`src/rtl/mips_image_loader.sv`:
```
// mips_image_loader: fills instruction memory, data memory or the register
// file from a framed byte stream, and holds the core stalled while loading.
// Frame: TARGET, COUNT_HI, COUNT_LO, 4*N big-endian data bytes, CHK (XOR of
// all preceding frame bytes).
// Ports:
//   clock, reset_n          rising-edge clock, async active-low reset
//   in_data/valid/ready     byte stream (transfer when valid && ready)
//   mem_we/sel/addr/wdata   shared word write port (sel 0 imem, 1 dmem, 2 rf)
//   core_hold               core stall, high until a frame loads successfully
//   load_done               one-cycle pulse on successful frame end
//   load_err                sticky error flag, cleared by the next TARGET
module mips_image_loader #(
  parameter int unsigned ADDR_WIDTH = 10
) (
  input  logic                  clock,
  input  logic                  reset_n,
  input  logic [7:0]            in_data,
  input  logic                  in_valid,
  output logic                  in_ready,
  output logic                  mem_we,
  output logic [1:0]            mem_sel,
  output logic [ADDR_WIDTH-1:0] mem_addr,
  output logic [31:0]           mem_wdata,
  output logic                  core_hold,
  output logic                  load_done,
  output logic                  load_err
);

  localparam int unsigned MEM_LIMIT = 1 << ADDR_WIDTH;
  localparam int unsigned REG_LIMIT = 32;

  typedef enum logic [2:0] {
    S_IDLE, S_CNT_HI, S_CNT_LO, S_DATA, S_CHK, S_FIN, S_ERR
  } state_t;

  state_t                state_q, state_d;
  logic [1:0]            target_q, target_d;
  logic [7:0]            cnt_hi_q, cnt_hi_d;
  logic [15:0]           count_q, count_d;
  logic [1:0]            byte_cnt_q, byte_cnt_d;
  logic [ADDR_WIDTH-1:0] addr_q, addr_d;
  logic [7:0]            xor_q, xor_d;
  logic [23:0]           word_q, word_d;

  logic                  in_ready_d, mem_we_d, core_hold_d, load_done_d, load_err_d;
  logic [1:0]            mem_sel_d;
  logic [ADDR_WIDTH-1:0] mem_addr_d;
  logic [31:0]           mem_wdata_d;

  logic        accept;
  logic [15:0] count_in;
  logic [31:0] limit;
  logic        last_word;

  assign accept    = in_valid & in_ready;
  assign count_in  = {cnt_hi_q, in_data};
  assign limit     = (target_q == 2'd2) ? 32'(REG_LIMIT) : 32'(MEM_LIMIT);
  // Word index equals the write address, so the last word is index N-1.
  assign last_word = (32'(addr_q) + 32'd1) == 32'(count_q);

  // Next-state, datapath and registered-output values.
  always_comb begin
    state_d     = state_q;
    target_d    = target_q;
    cnt_hi_d    = cnt_hi_q;
    count_d     = count_q;
    byte_cnt_d  = byte_cnt_q;
    addr_d      = addr_q;
    xor_d       = xor_q;
    word_d      = word_q;
    mem_we_d    = 1'b0;
    mem_sel_d   = mem_sel;
    mem_addr_d  = mem_addr;
    mem_wdata_d = mem_wdata;
    core_hold_d = core_hold;
    load_done_d = 1'b0;
    load_err_d  = load_err;

    case (state_q)
      S_IDLE: if (accept) begin
        target_d    = in_data[1:0];
        xor_d       = in_data;
        core_hold_d = 1'b1;
        load_err_d  = 1'b0;
        if (in_data > 8'd2) begin
          state_d    = S_ERR;
          load_err_d = 1'b1;
        end else begin
          state_d = S_CNT_HI;
        end
      end
      S_CNT_HI: if (accept) begin
        cnt_hi_d = in_data;
        xor_d    = xor_q ^ in_data;
        state_d  = S_CNT_LO;
      end
      S_CNT_LO: if (accept) begin
        xor_d      = xor_q ^ in_data;
        count_d    = count_in;
        byte_cnt_d = 2'd0;
        addr_d     = '0;
        word_d     = '0;
        if (32'(count_in) > limit) begin
          state_d    = S_ERR;
          load_err_d = 1'b1;
        end else if (count_in == 16'd0) begin
          state_d = S_CHK;
        end else begin
          state_d = S_DATA;
        end
      end
      S_DATA: if (accept) begin
        xor_d      = xor_q ^ in_data;
        word_d     = {word_q[15:0], in_data};
        byte_cnt_d = byte_cnt_q + 2'd1;
        if (byte_cnt_q == 2'd3) begin
          mem_we_d    = 1'b1;
          mem_sel_d   = target_q;
          mem_addr_d  = addr_q;
          mem_wdata_d = {word_q, in_data};
          addr_d      = addr_q + ADDR_WIDTH'(1);
          if (last_word) state_d = S_CHK;
        end
      end
      S_CHK: if (accept) begin
        if (in_data == xor_q) begin
          state_d     = S_FIN;
          load_done_d = 1'b1;
          core_hold_d = 1'b0;
        end else begin
          state_d    = S_ERR;
          load_err_d = 1'b1;
        end
      end
      S_FIN:   state_d = S_IDLE;
      S_ERR:   state_d = S_IDLE;
      default: state_d = S_IDLE;
    endcase

    in_ready_d = !((state_d == S_FIN) || (state_d == S_ERR));
  end

  // State register.
  always_ff @(posedge clock or negedge reset_n) begin
    if (!reset_n) state_q <= S_IDLE;
    else          state_q <= state_d;
  end

  // Datapath and output registers.
  always_ff @(posedge clock or negedge reset_n) begin
    if (!reset_n) begin
      target_q   <= '0;
      cnt_hi_q   <= '0;
      count_q    <= '0;
      byte_cnt_q <= '0;
      addr_q     <= '0;
      xor_q      <= '0;
      word_q     <= '0;
      in_ready   <= 1'b1;
      mem_we     <= 1'b0;
      mem_sel    <= '0;
      mem_addr   <= '0;
      mem_wdata  <= '0;
      core_hold  <= 1'b1;
      load_done  <= 1'b0;
      load_err   <= 1'b0;
    end else begin
      target_q   <= target_d;
      cnt_hi_q   <= cnt_hi_d;
      count_q    <= count_d;
      byte_cnt_q <= byte_cnt_d;
      addr_q     <= addr_d;
      xor_q      <= xor_d;
      word_q     <= word_d;
      in_ready   <= in_ready_d;
      mem_we     <= mem_we_d;
      mem_sel    <= mem_sel_d;
      mem_addr   <= mem_addr_d;
      mem_wdata  <= mem_wdata_d;
      core_hold  <= core_hold_d;
      load_done  <= load_done_d;
      load_err   <= load_err_d;
    end
  end

endmodule

```
`config.mk`:
```
export PLATFORM = sky130hd
export DESIGN_NAME = mips_image_loader
export DESIGN_NICKNAME = d
export VERILOG_FILES = /design/src/rtl/mips_image_loader.sv
export SDC_FILE = /design/constraint.sdc
export NUM_CORES = 1
export LEC_CHECK = 0
export ABC_AREA = 1
export CAP_MARGIN = 15
export CORE_ASPECT_RATIO = 1.75
export CORE_MARGIN = 2
export CORE_UTILIZATION = 40
export CTS_CLUSTER_SIZE = 24
export DETAILED_ROUTE_END_ITERATION = 16
export DONT_BUFFER_PORTS = 1
export SETUP_SLACK_MARGIN = 0.1
export SYNTH_ARGS = -nofsm -noshare
export SYNTH_HDL_FRONTEND = slang
export SYNTH_SLANG_ARGS = --single-unit
export TNS_END_PERCENT = 5
```
`constraint.sdc`:
```
create_clock -name clock -period 2.41 [get_ports clock]
set_clock_uncertainty 0.15 [all_clocks]
set_input_delay 0.482 -clock clock [delete_from_list [all_inputs] [get_ports clock]]
set_output_delay 0.482 -clock clock [all_outputs]
set_load 0.01 [all_outputs]
```
==> flow_summary_export.csv, run 1 <==
group,metric,value,unit
drt,drt_iter0_drc,265,
sta,min_period,2.11,ns
clock_network,cts_buffer_depth,2,
setup_path,crit_family,"simple AND/OR/NAND/NOR gates",
sta,grt_setup_unrepaired,"no",
sta,slew_headroom,0.633,
sta,fin_crit_sh,0.877,
clock_network,clock_sinks,122,
logic_synthesis,synth_edf_count,0,
logic_synthesis,ys.flop_type,"dfrtp_1",
global_route,groute.layer.met2.usage,0.311,
die,ios,60,
logic_synthesis,synth_fp_nets,626,
power_and_ir_drop,swShare,0.340,
sta,maxSlewViolCount,0,
power_and_ir_drop,p_seq_frac,0.403,
layout,synthToLayoutAreaGrowth,14.1,%
setup_path,r2r_cells,7,
placed_design,port-buffer-count,0,
drt,drc_errors,0,
power_and_ir_drop,power.density,1200,mW/mm^2
global_route,grt_use_met3,0.0516,
setup_path,critPathMaxStageDelay,0.56,ns
global_route,globalRouteTotalUtil,0.181,
hold_path,hold_path.class,"input pin to asynchronous set/reset pin",
setup_path,cp_num_buf_inv,2,
setup_path,r2r_end,"state_q[2]",
sta,setup_tns,0,ns
logic_synthesis,synth_area_leader_cell,"dfrtp_1",
setup_path,worstPathCellList,"nand2_2 > nor2_1 > nand2_2 > buf_4 > inv_2 > nand3_1 > nand3_1",
sta,max_freq,473,MHz
global_route,grt-busiest-layer,"met2",
die,coreArea,0.0134,mm^2
outcome,violations,"negative hold slack",
power_and_ir_drop,clkPwrFrac,0.348,
power_and_ir_drop,p_leak,2.89,nW
clock_network,clk_latency,0.42,ns
drt,drt-pass1-iter-count,5,
sta,final-setup-viol-count,0,
clock_network,h-tree-depth,4,
logic_synthesis,synth-seq-cells,122,
setup_path,rr_startpoint,"in_ready",
logic_synthesis,yosysWarnings,0,
flow_run,cap_violations,0,
drt,viasPerCell,4.99,
layout,num-fill-cells,1251,
drt,postRouteWirelength,12.3,mm
power_and_ir_drop,p_switching,2.52,mW
setup_path,worstPathMaxFanout,16,
logic_synthesis,synthCells,611,
setup_path,reg2reg_slack,0.30,ns
die,die_h,158,um
sta,hold_ws,-0.390,ns
clock_network,path_clk_slew,0.06,ns
clock_network,cts_resized,0,
die,rows,56,
sta,tightestPinTransition,0.549,ns
sta,finalHoldViolCount,122,
placed_design,routabilityCongestion,0.884,
clock_network,postCtsSetupRepairBufs,0,
logic_synthesis,async_flop_share,1.00,
power_and_ir_drop,internal_power,4.91,mW
global_route,first_global_vias,3996,
power_and_ir_drop,combPwrFrac,0.249,
setup_path,required,2.61,ns
layout,diodes,0,
logic_synthesis,syn-mean-instance-area,8.91,um^2
clock_network,cts_root_buf,"clkbuf_16",
setup_path,cp-start-kind,"flop",
setup_path,arrival,2.31,ns
clock_network,cts_made_buffers,17,
logic_synthesis,synth_area,0.00544,mm^2
setup_path,criticalPathCategory,"flop to flop",
setup_path,slowest_stage,"dfstp_2",
outcome,status,"finished with violations",
global_route,grtUsageMet1,0.212,
die,fp.dieW,92.2,um
logic_synthesis,synthTopCellsByArea,"dfrtp_1, nand2_1, o21ai_0",
global_route,grt_first_pass_wirelength,20.3,mm
logic_synthesis,synth_top_area_share,0.552,
power_and_ir_drop,vdd_drop_max,643,uV
layout,layout.nets,635,
logic_synthesis,ys_seq_area_frac,0.561,
placed_design,hpwlAfterDp,8.55,mm
global_route,antenna_found_initial,0,
setup_path,end_kind,"flop",
clock_network,cts_tree,"done",
die,start_util,0.407,
layout,drive_gt1_frac,0.111,
die,die-area,0.0146,mm^2
global_route,overflow,0,
global_route,grt_max_degree,123,
logic_synthesis,synth_cell_types,34,
drt,routedWlPerCell,15.2,um
drt,ant_nets,0,
drt,vias,4026,
-- per-layer routing --
metal / routed length (um) / share of wire
met5: 0 / 0
met3: 628 / 0.051
met4: 272 / 0.022
met2: 6350 / 0.52
met1: 5010 / 0.41
-- synthesized netlist by cell type, types with 2 or more instances --
cell / count
dfrtp_1: 120
clkbuf_1: 9
ha_1: 4
o21ai_1: 18
nor2_2: 5
inv_2: 4
nand3_2: 2
inv_1: 69
nand4_1: 6
nand2_2: 2
nor2_1: 32
nor3_1: 4
dfstp_2: 2
xnor2_1: 6
buf_6: 6
o21ai_2: 7
o22ai_1: 20
nand3b_1: 3
buf_2: 4
o21ai_0: 69
nand2_1: 159
nor2_4: 3
xor2_1: 13
a21oi_1: 4
nand3_1: 31
-- power by group through the flow --
stage	logic (mW)	registers (mW)	clock network (mW)
6_report	1.85	2.99	2.59
5_1_grt	2.14	3.06	2.72
4_1_cts	1.86	2.99	2.63
3_5_place_dp	1.84	3.02	0
3_3_place_gp	1.79	3.00	0
2_1_floorplan	1.48	2.94	0
-- state kept, by name, indices dropped and copies added (netlist names) --
register,cells
mem_we,1
count_q,16
load_err,1
load_done,1
target_q,2
core_hold,1
byte_cnt_q,2
state_q,3
xor_q,8
addr_q,10
mem_wdata,32
mem_sel,2
mem_addr,10
word_q,24
in_ready,1
cnt_hi_q,8
-- cells in the final DEF, fill, tap and decap left out, types with 2 or more instances in the layout --
cell / netlist / layout
nand3_2: 2 / 2
inv_6: 0 / 7
nand3_1: 31 / 31
dfrtp_1: 120 / 120
clkbuf_16: 0 / 17
inv_2: 4 / 4
xor2_1: 13 / 13
clkinv_4: 0 / 2
nand2_2: 2 / 2
nand2_1: 159 / 159
nor2_1: 32 / 32
nand4_1: 6 / 6
buf_4: 1 / 10
dfstp_2: 2 / 2
bufinv_16: 0 / 2
inv_8: 0 / 3
nand3b_1: 3 / 3
o22ai_1: 20 / 20
o21ai_0: 69 / 69
a21oi_1: 4 / 4
nor2_2: 5 / 5
nor2_4: 3 / 3
o21ai_1: 18 / 18
o21ai_2: 7 / 7
inv_1: 69 / 69
xnor2_1: 6 / 6
ha_1: 4 / 4
nor3_1: 4 / 4
-- area by class of cell --
type                    count  area (um^2)  share of cell area
multi-input cells         395         1980               0.319
clock buffers              17          425              0.0685
well taps                 174          218              0.0351
clock inverters            15          178              0.0286
flip-flops and latches    122         3060               0.492
repair buffers             10         75.1              0.0121
inverters                  74          280              0.0451
-- cell families (layout without fill, tap and decap cells) --
group	after synthesis	in the layout	synth area share
adder cells (fa/ha/maj)	4	4	0.00920
flip-flops	122	122	0.561
AO/OA/AOI/OAI	121	121	0.122
buffers and inverters	94	116	0.0752
AND/OR/NAND/NOR	250	250	0.197
XOR/XNOR	20	20	0.0347
-- worst max path at each step --
stage	start	to	slack (ns)	cells after the start
finish	in_ready	state_q[2]	0.30	7
CTS	in_ready	state_q[2]	0.30	7
global placement	in_ready	state_q[2]	0.36	7
global route	in_ready	state_q[2]	0.14	7
detailed placement	in_ready	state_q[2]	0.33	7
floorplan	addr_q[0]	state_q[0]	0.68	13
-- stage by stage --
stage / instance area, um^2 / setup slack [ns] / cells / util / total power, mW
4_1_cts: 6210 / 0.301 / 807 / 0.464 / 7.48
2_1_floorplan: 5440 / 0.682 / 611 / - / 4.42
3_3_place_gp: 5610 / 0.360 / 775 / 0.419 / 4.79
5_1_grt: 6210 / 0.141 / 807 / 0.464 / 7.92
6_report: 6210 / 0.296 / 807 / 0.464 / 7.43
3_5_place_dp: 5610 / 0.326 / 775 / 0.419 / 4.87
Note: power is estimated with default switching activity, not from simulation.
==> inputs of run 2 (changes only) <==
--- a/config.mk
+++ b/config.mk
@@ -9,10 +9,11 @@
 export CAP_MARGIN = 15
 export CORE_ASPECT_RATIO = 1.75
 export CORE_MARGIN = 2
-export CORE_UTILIZATION = 40
+export CORE_UTILIZATION = 63
 export CTS_CLUSTER_SIZE = 24
 export DETAILED_ROUTE_END_ITERATION = 16
 export DONT_BUFFER_PORTS = 1
+export PLACE_DENSITY = 0.79
 export SETUP_SLACK_MARGIN = 0.1
 export SYNTH_ARGS = -nofsm -noshare
 export SYNTH_HDL_FRONTEND = slang
==> run 2 against run 1 <==
Effect of this change:
- the run still ends with negative hold slack left
- sequential power up 1%
- wire length grew 0.33%
- utilization rose by 26 points
- worst setup slack improved by 0.072 ns
- fmax increased by 3.5%
- power fell by 1.9%
- critical path type unchanged
==> flow_summary_export.csv, run 2 (same netlist as run 1, synthesis figures left out) <==
group,metric,value,unit
outcome,status,"finished with violations",
outcome,violations,"negative hold slack",
die,start_util,0.650,
global_route,first_global_vias,4248,
clock_network,clk_latency,0.41,ns
drt,postRouteWirelength,12.3,mm
sta,fin_crit_sh,0.847,
sta,max_freq,490,MHz
sta,min_period,2.04,ns
layout,layout.nets,634,
flow_run,cap_violations,0,
setup_path,worstPathMaxFanout,15,
placed_design,port-buffer-count,0,
sta,setup_tns,0,ns
setup_path,required,2.61,ns
drt,vias,4229,
placed_design,hpwlAfterDp,8.22,mm
power_and_ir_drop,vdd_drop_max,841,uV
sta,tightestPinTransition,0.534,ns
setup_path,end_kind,"flop",
sta,grt_setup_unrepaired,"no",
clock_network,postCtsSetupRepairBufs,0,
drt,drt_iter0_drc,413,
clock_network,cts_buffer_depth,2,
layout,drive_gt1_frac,0.106,
layout,final_common_cell,"nand2_1",
setup_path,r2r_end,"state_q[1]",
global_route,grt_first_pass_wirelength,20.2,mm
setup_path,rr_startpoint,"in_ready",
power_and_ir_drop,p_leak,2.85,nW
global_route,antenna_found_initial,0,
sta,finalHoldViolCount,122,
setup_path,r2r_cells,7,
clock_network,h-tree-depth,4,
sta,maxSlewViolCount,0,
hold_path,hold_path.class,"input pin to asynchronous set/reset pin",
die,fp.dieW,74.3,um
die,ios,60,
placed_design,routabilityCongestion,0.934,
sta,final-setup-viol-count,0,
sta,hold_ws,-0.383,ns
die,die-area,0.00943,mm^2
clock_network,cts_tree,"done",
layout,reg_top3,"mem_wdata (32), word_q (24), count_q (16)",
clock_network,cts_root_buf,"clkbuf_16",
drt,viasPerCell,5.66,
drt,drt-pass1-iter-count,5,
setup_path,reg2reg_slack,0.37,ns
layout,most-common-layout-cells,"nand2_1, dfrtp_1, inv_1, o21ai_0, nor2_1",
die,coreArea,0.00837,mm^2
layout,synthToLayoutAreaGrowth,11.9,%
die,die_h,127,um
clock_network,cts_made_buffers,17,
setup_path,criticalPathCategory,"flop to flop",
power_and_ir_drop,power.density,1200,mW/mm^2
die,rows,44,
setup_path,arrival,2.25,ns
global_route,overflow,0,
global_route,globalRouteTotalUtil,0.284,
layout,largest_reg_flops,32,
clock_network,path_clk_slew,0.06,ns
setup_path,cp-start-kind,"flop",
drt,routedWlPerCell,16.5,um
sta,slew_headroom,0.642,
clock_network,cts_resized,0,
drt,drc_errors,0,
clock_network,clock_sinks,122,
layout,largest_register,"mem_wdata",
drt,ant_nets,0,
global_route,grt_max_degree,123,
layout,diodes,0,
-- run 2: how the worst max path moves through the flow --
| stage | start | to | slack [ns] | cells past startpoint |
|---|---|---|---|---|
| after floorplan | addr_q[0] | state_q[0] | 0.68 | 13 |
| after global placement | in_data[5] | in_ready | 0.38 | 10 |
| after detailed placement | in_data[5] | in_ready | 0.37 | 10 |
| after CTS | in_ready | state_q[0] | 0.37 | 7 |
| after global routing | byte_cnt_q[0] | mem_wdata[15] | 0.22 | 7 |
| final | in_ready | state_q[1] | 0.37 | 7 |
-- run 2: cell type report --
cell class | instances | area [um^2]
clock inverter | 10 | 92.6
inverter | 74 | 280
fill | 595 | 2280
clock buffer | 22 | 474
sequential | 122 | 3060
tap | 115 | 144
timing repair buffer | 9 | 67.6
multi-input combinational | 395 | 1980
-- run 2: metal layers --
layer  vias to the layer above  GRT usage  wire length [um]
met5                         -          0                 0
li1                       1997          -                 -
met1                      2008      0.318              4650
met3                        44     0.0763               770
met4                         0      0.149               529
met2                       180      0.481              6350
-- run 2: per-stage QoR --
step                      instances  total power [mW]  area [um^2]  utilization  worst slack (ns)
after floorplan                 611              4.42         5440            -             0.682
after global placement          715              4.76         5530        0.660             0.382
after detailed placement        715              4.85         5530        0.660             0.374
after CTS                       747              7.28         6090        0.728             0.367
after global routing            747              7.72         6090        0.728             0.221
final                           747              7.29         6090        0.728             0.368
-- run 2: critical path: stages, from the launching register on --
cell and delay, ns:
dfstp_2 0.56, nand2_2 0.07, buf_4 0.19, nor2_1 0.33
inv_1 0.29, o21ai_0 0.26, a21oi_1 0.06, nand2_1 0.07
-- run 2: where the power goes --
group | switching, mW | internal, mW
Combinational | 1.17 | 0.710
Clock | 0.887 | 1.50
Sequential | 0.401 | 2.62
Total | 2.46 | 4.83
==> inputs of run 3 (changes only) <==
--- a/config.mk
+++ b/config.mk
@@ -9,11 +9,11 @@
 export CAP_MARGIN = 15
 export CORE_ASPECT_RATIO = 1.75
 export CORE_MARGIN = 2
-export CORE_UTILIZATION = 63
+export CORE_UTILIZATION = 57
 export CTS_CLUSTER_SIZE = 24
 export DETAILED_ROUTE_END_ITERATION = 16
 export DONT_BUFFER_PORTS = 1
-export PLACE_DENSITY = 0.79
+export PLACE_DENSITY = 0.75
 export SETUP_SLACK_MARGIN = 0.1
 export SYNTH_ARGS = -nofsm -noshare
 export SYNTH_HDL_FRONTEND = slang
==> constraint.sdc (replaced) <==
create_clock -name clock -period 1.75 [get_ports clock]
set_clock_uncertainty 0.15 [all_clocks]
set_input_delay 0.35 -clock clock [delete_from_list [all_inputs] [get_ports clock]]
set_output_delay 0.35 -clock clock [all_outputs]
set_load 0.01 [all_outputs]
==> run 3 against run 2 <==
Effect of this change:
- the flow finishes with violations (negative hold slack, negative setup slack)
- die area is 10% higher
- wire length grew 2.5%
- highest routed layer unchanged
- critical path type unchanged
- non-clock buffer count grew 31
- design area up 7.1%
- fmax grew 5.3%
- clock power rose by 41%
- final cell count is 5.1% higher
- global-route usage shrank 2.5 points
- sequential share of layout area fell by 3.3 points
==> flow_summary_export.csv, run 3 (same netlist as run 1, synthesis figures left out) <==
group,metric,value,unit
setup_path,critPathMaxStageDelay,0.37,ns
clock_network,clock_sinks,122,
setup_path,rr_startpoint,"target_q[1]",
placed_design,dpl_cell_area,0.00574,mm^2
layout,reg_top3,"mem_wdata (32), word_q (24), count_q (16)",
setup_path,reg2reg_slack,-0.19,ns
sta,maxSlewViolCount,0,
setup_path,r2r_end,"state_q[1]",
sta,final-setup-viol-count,5,
setup_path,end_kind,"flop",
power_and_ir_drop,p_leak,3.01,nW
layout,most-common-layout-cells,"nand2_1, dfrtp_1, o21ai_0",
global_route,grt_max_degree,123,
sta,hold_ws,-0.513,ns
clock_network,cts_root_buf,"clkbuf_16",
placed_design,routabilityCongestion,0.894,
drt,drt-pass1-iter-count,4,
layout,largest_reg_flops,32,
setup_path,crit_top_cell,"nand2_1",
setup_path,cp_num_buf_inv,1,
sta,slew_headroom,0.785,
sta,grt_setup_unrepaired,"yes",
setup_path,slowest_stage,"dfrtp_1",
clock_network,path_clk_slew,0.06,ns
global_route,overflow,0,
setup_path,r2r_cells,12,
clock_network,h-tree-depth,4,
sta,finalHoldViolCount,122,
placed_design,dp_cells,742,
die,coreArea,0.00935,mm^2
power_and_ir_drop,vdd_drop_max,1130,uV
setup_path,worstPathCellList,"inv_2 > nor2_4 > ha_4 > or2_4 > nor3_2 > nand2_1 > nand2_2 > nand2_1 > nand2_1 > nand2_1 > a21oi_1 > nand2_1",
sta,max_freq,516,MHz
setup_path,criticalPathCategory,"flop to flop",
layout,largest_register,"mem_wdata",
setup_path,cp-start-kind,"flop",
setup_path,crit_family,"simple AND/OR/NAND/NOR gates",
die,die_h,133,um
setup_path,required,1.89,ns
layout,final_area,0.00652,mm^2
clock_network,cts_buffer_depth,2,
die,rows,47,
layout,num-fill-cells,672,
global_route,first_global_vias,4341,
global_route,antenna_found_initial,0,
hold_path,hold_path.class,"input pin to asynchronous set/reset pin",
clock_network,cts_tree,"done",
die,ios,60,
clock_network,cts_made_buffers,17,
power_and_ir_drop,power.density,1620,mW/mm^2
drt,drt_iter0_drc,400,
outcome,violations,"negative hold slack, negative setup slack",
layout,diodes,0,
global_route,grt_first_pass_wirelength,20.7,mm
sta,min_period,1.94,ns
placed_design,port-buffer-count,0,
layout,fin_util,0.698,
global_route,globalRouteTotalUtil,0.258,
sta,setup_ws,-0.188,ns
layout,synthToLayoutAreaGrowth,19.9,%
setup_path,worstPathMaxFanout,3,
layout,layout.nets,665,
clock_network,hold_buffers,8,
setup_path,arrival,2.08,ns
sta,tightestPinTransition,0.323,ns
drt,drc_errors,0,
drt,viasPerCell,5.40,
drt,postRouteWirelength,12.6,mm
flow_run,cap_violations,0,
drt,vias,4242,
layout,instances_no_fill,785,
outcome,status,"finished with violations",
drt,ant_nets,0,
die,start_util,0.582,
drt,routedWlPerCell,16.1,um
clock_network,clk_latency,0.41,ns
layout,drive_gt1_frac,0.176,
die,die-area,0.0104,mm^2
sta,fin_crit_sh,1.11,
layout,final_common_cell,"nand2_1",
placed_design,hpwlAfterDp,8.49,mm
die,fp.dieW,77.9,um
==> run 3: cell count changes in the layout (fill, tap and decap cells not counted), sizes merged <==
cell         before  now
clkinv            4    5
clkinvlp          4    3
clkbuf           22   18
buf               9   32
dlygate4sd3       0    8
inv              75   79
==> run 3: what timing repair did <==
item / 4_1_cts / 5_1_grt
buffers inserted: 0 / 3
pin swaps: 1 / 7
endpoints found under the hold margin: 136 / 122
gates resized for setup: 6 / 24
endpoints found under the setup margin: 33 / 112
==> run 3: where the power goes <==
| group | total (mW) | switching (mW) | internal, mW |
|---|---|---|---|
| registers | 4.17 | 0.550 | 3.62 |
| clock network | 3.35 | 1.33 | 2.02 |
| logic | 3.04 | 1.77 | 1.27 |
| total | 10.6 | 3.66 | 6.91 |
==> run 3: worst max path at each step <==
| stage | from | endpoint | slack [ns] | cells past startpoint |
|---|---|---|---|---|
| 3_5_place_dp | target_q[0] | in_ready | -0.20 | 10 |
| 5_1_grt | target_q[1] | state_q[1] | -0.26 | 12 |
| 4_1_cts | addr_q[1] | state_q[0] | -0.10 | 13 |
| 2_1_floorplan | target_q[1] | state_q[1] | 0.07 | 12 |
| 3_3_place_gp | target_q[0] | in_ready | -0.14 | 10 |
| 6_report | target_q[1] | state_q[1] | -0.19 | 12 |
==> run 3: layout make-up <==
cell class / instances / area, um^2 / area share
clock inverter: 14 / 139 / 0.0213
multi-input combinational: 395 / 2100 / 0.322
timing repair buffer: 40 / 349 / 0.0535
inverter: 74 / 285 / 0.0437
tap: 122 / 153 / 0.0234
sequential: 122 / 3060 / 0.469
clock buffer: 18 / 439 / 0.0673
==> run 3: metal layers <==
layer  track usage  part of all wire
met4         0.118             0.038
met5             0                 0
met2         0.455              0.55
met3        0.0766             0.048
met1         0.283              0.37
==> run 3: worst register-to-register path: cells and delay by family (launching register included) <==
family | cells | cell delay [ns]
AO/OA/AOI/OAI | 1 | 0.17
adder cells (fa/ha/maj) | 1 | 0.15
buffers and inverters | 1 | 0.08
flip-flops | 1 | 0.37
AND/OR/NAND/NOR | 9 | 0.91
==> run 3: stage by stage <==
step	setup TNS, ns	power (mW)	setup slack, ns	hold slack (ns)
global placement	-0.416	6.77	-0.142	-0.0917
finish	-0.415	10.6	-0.188	-0.513
CTS	-0.404	10.4	-0.102	-0.526
global route	-1.56	11.2	-0.264	-0.536
detailed placement	-0.719	6.93	-0.199	-0.0918
floorplan	0	6.14	0.0675	-0.0956
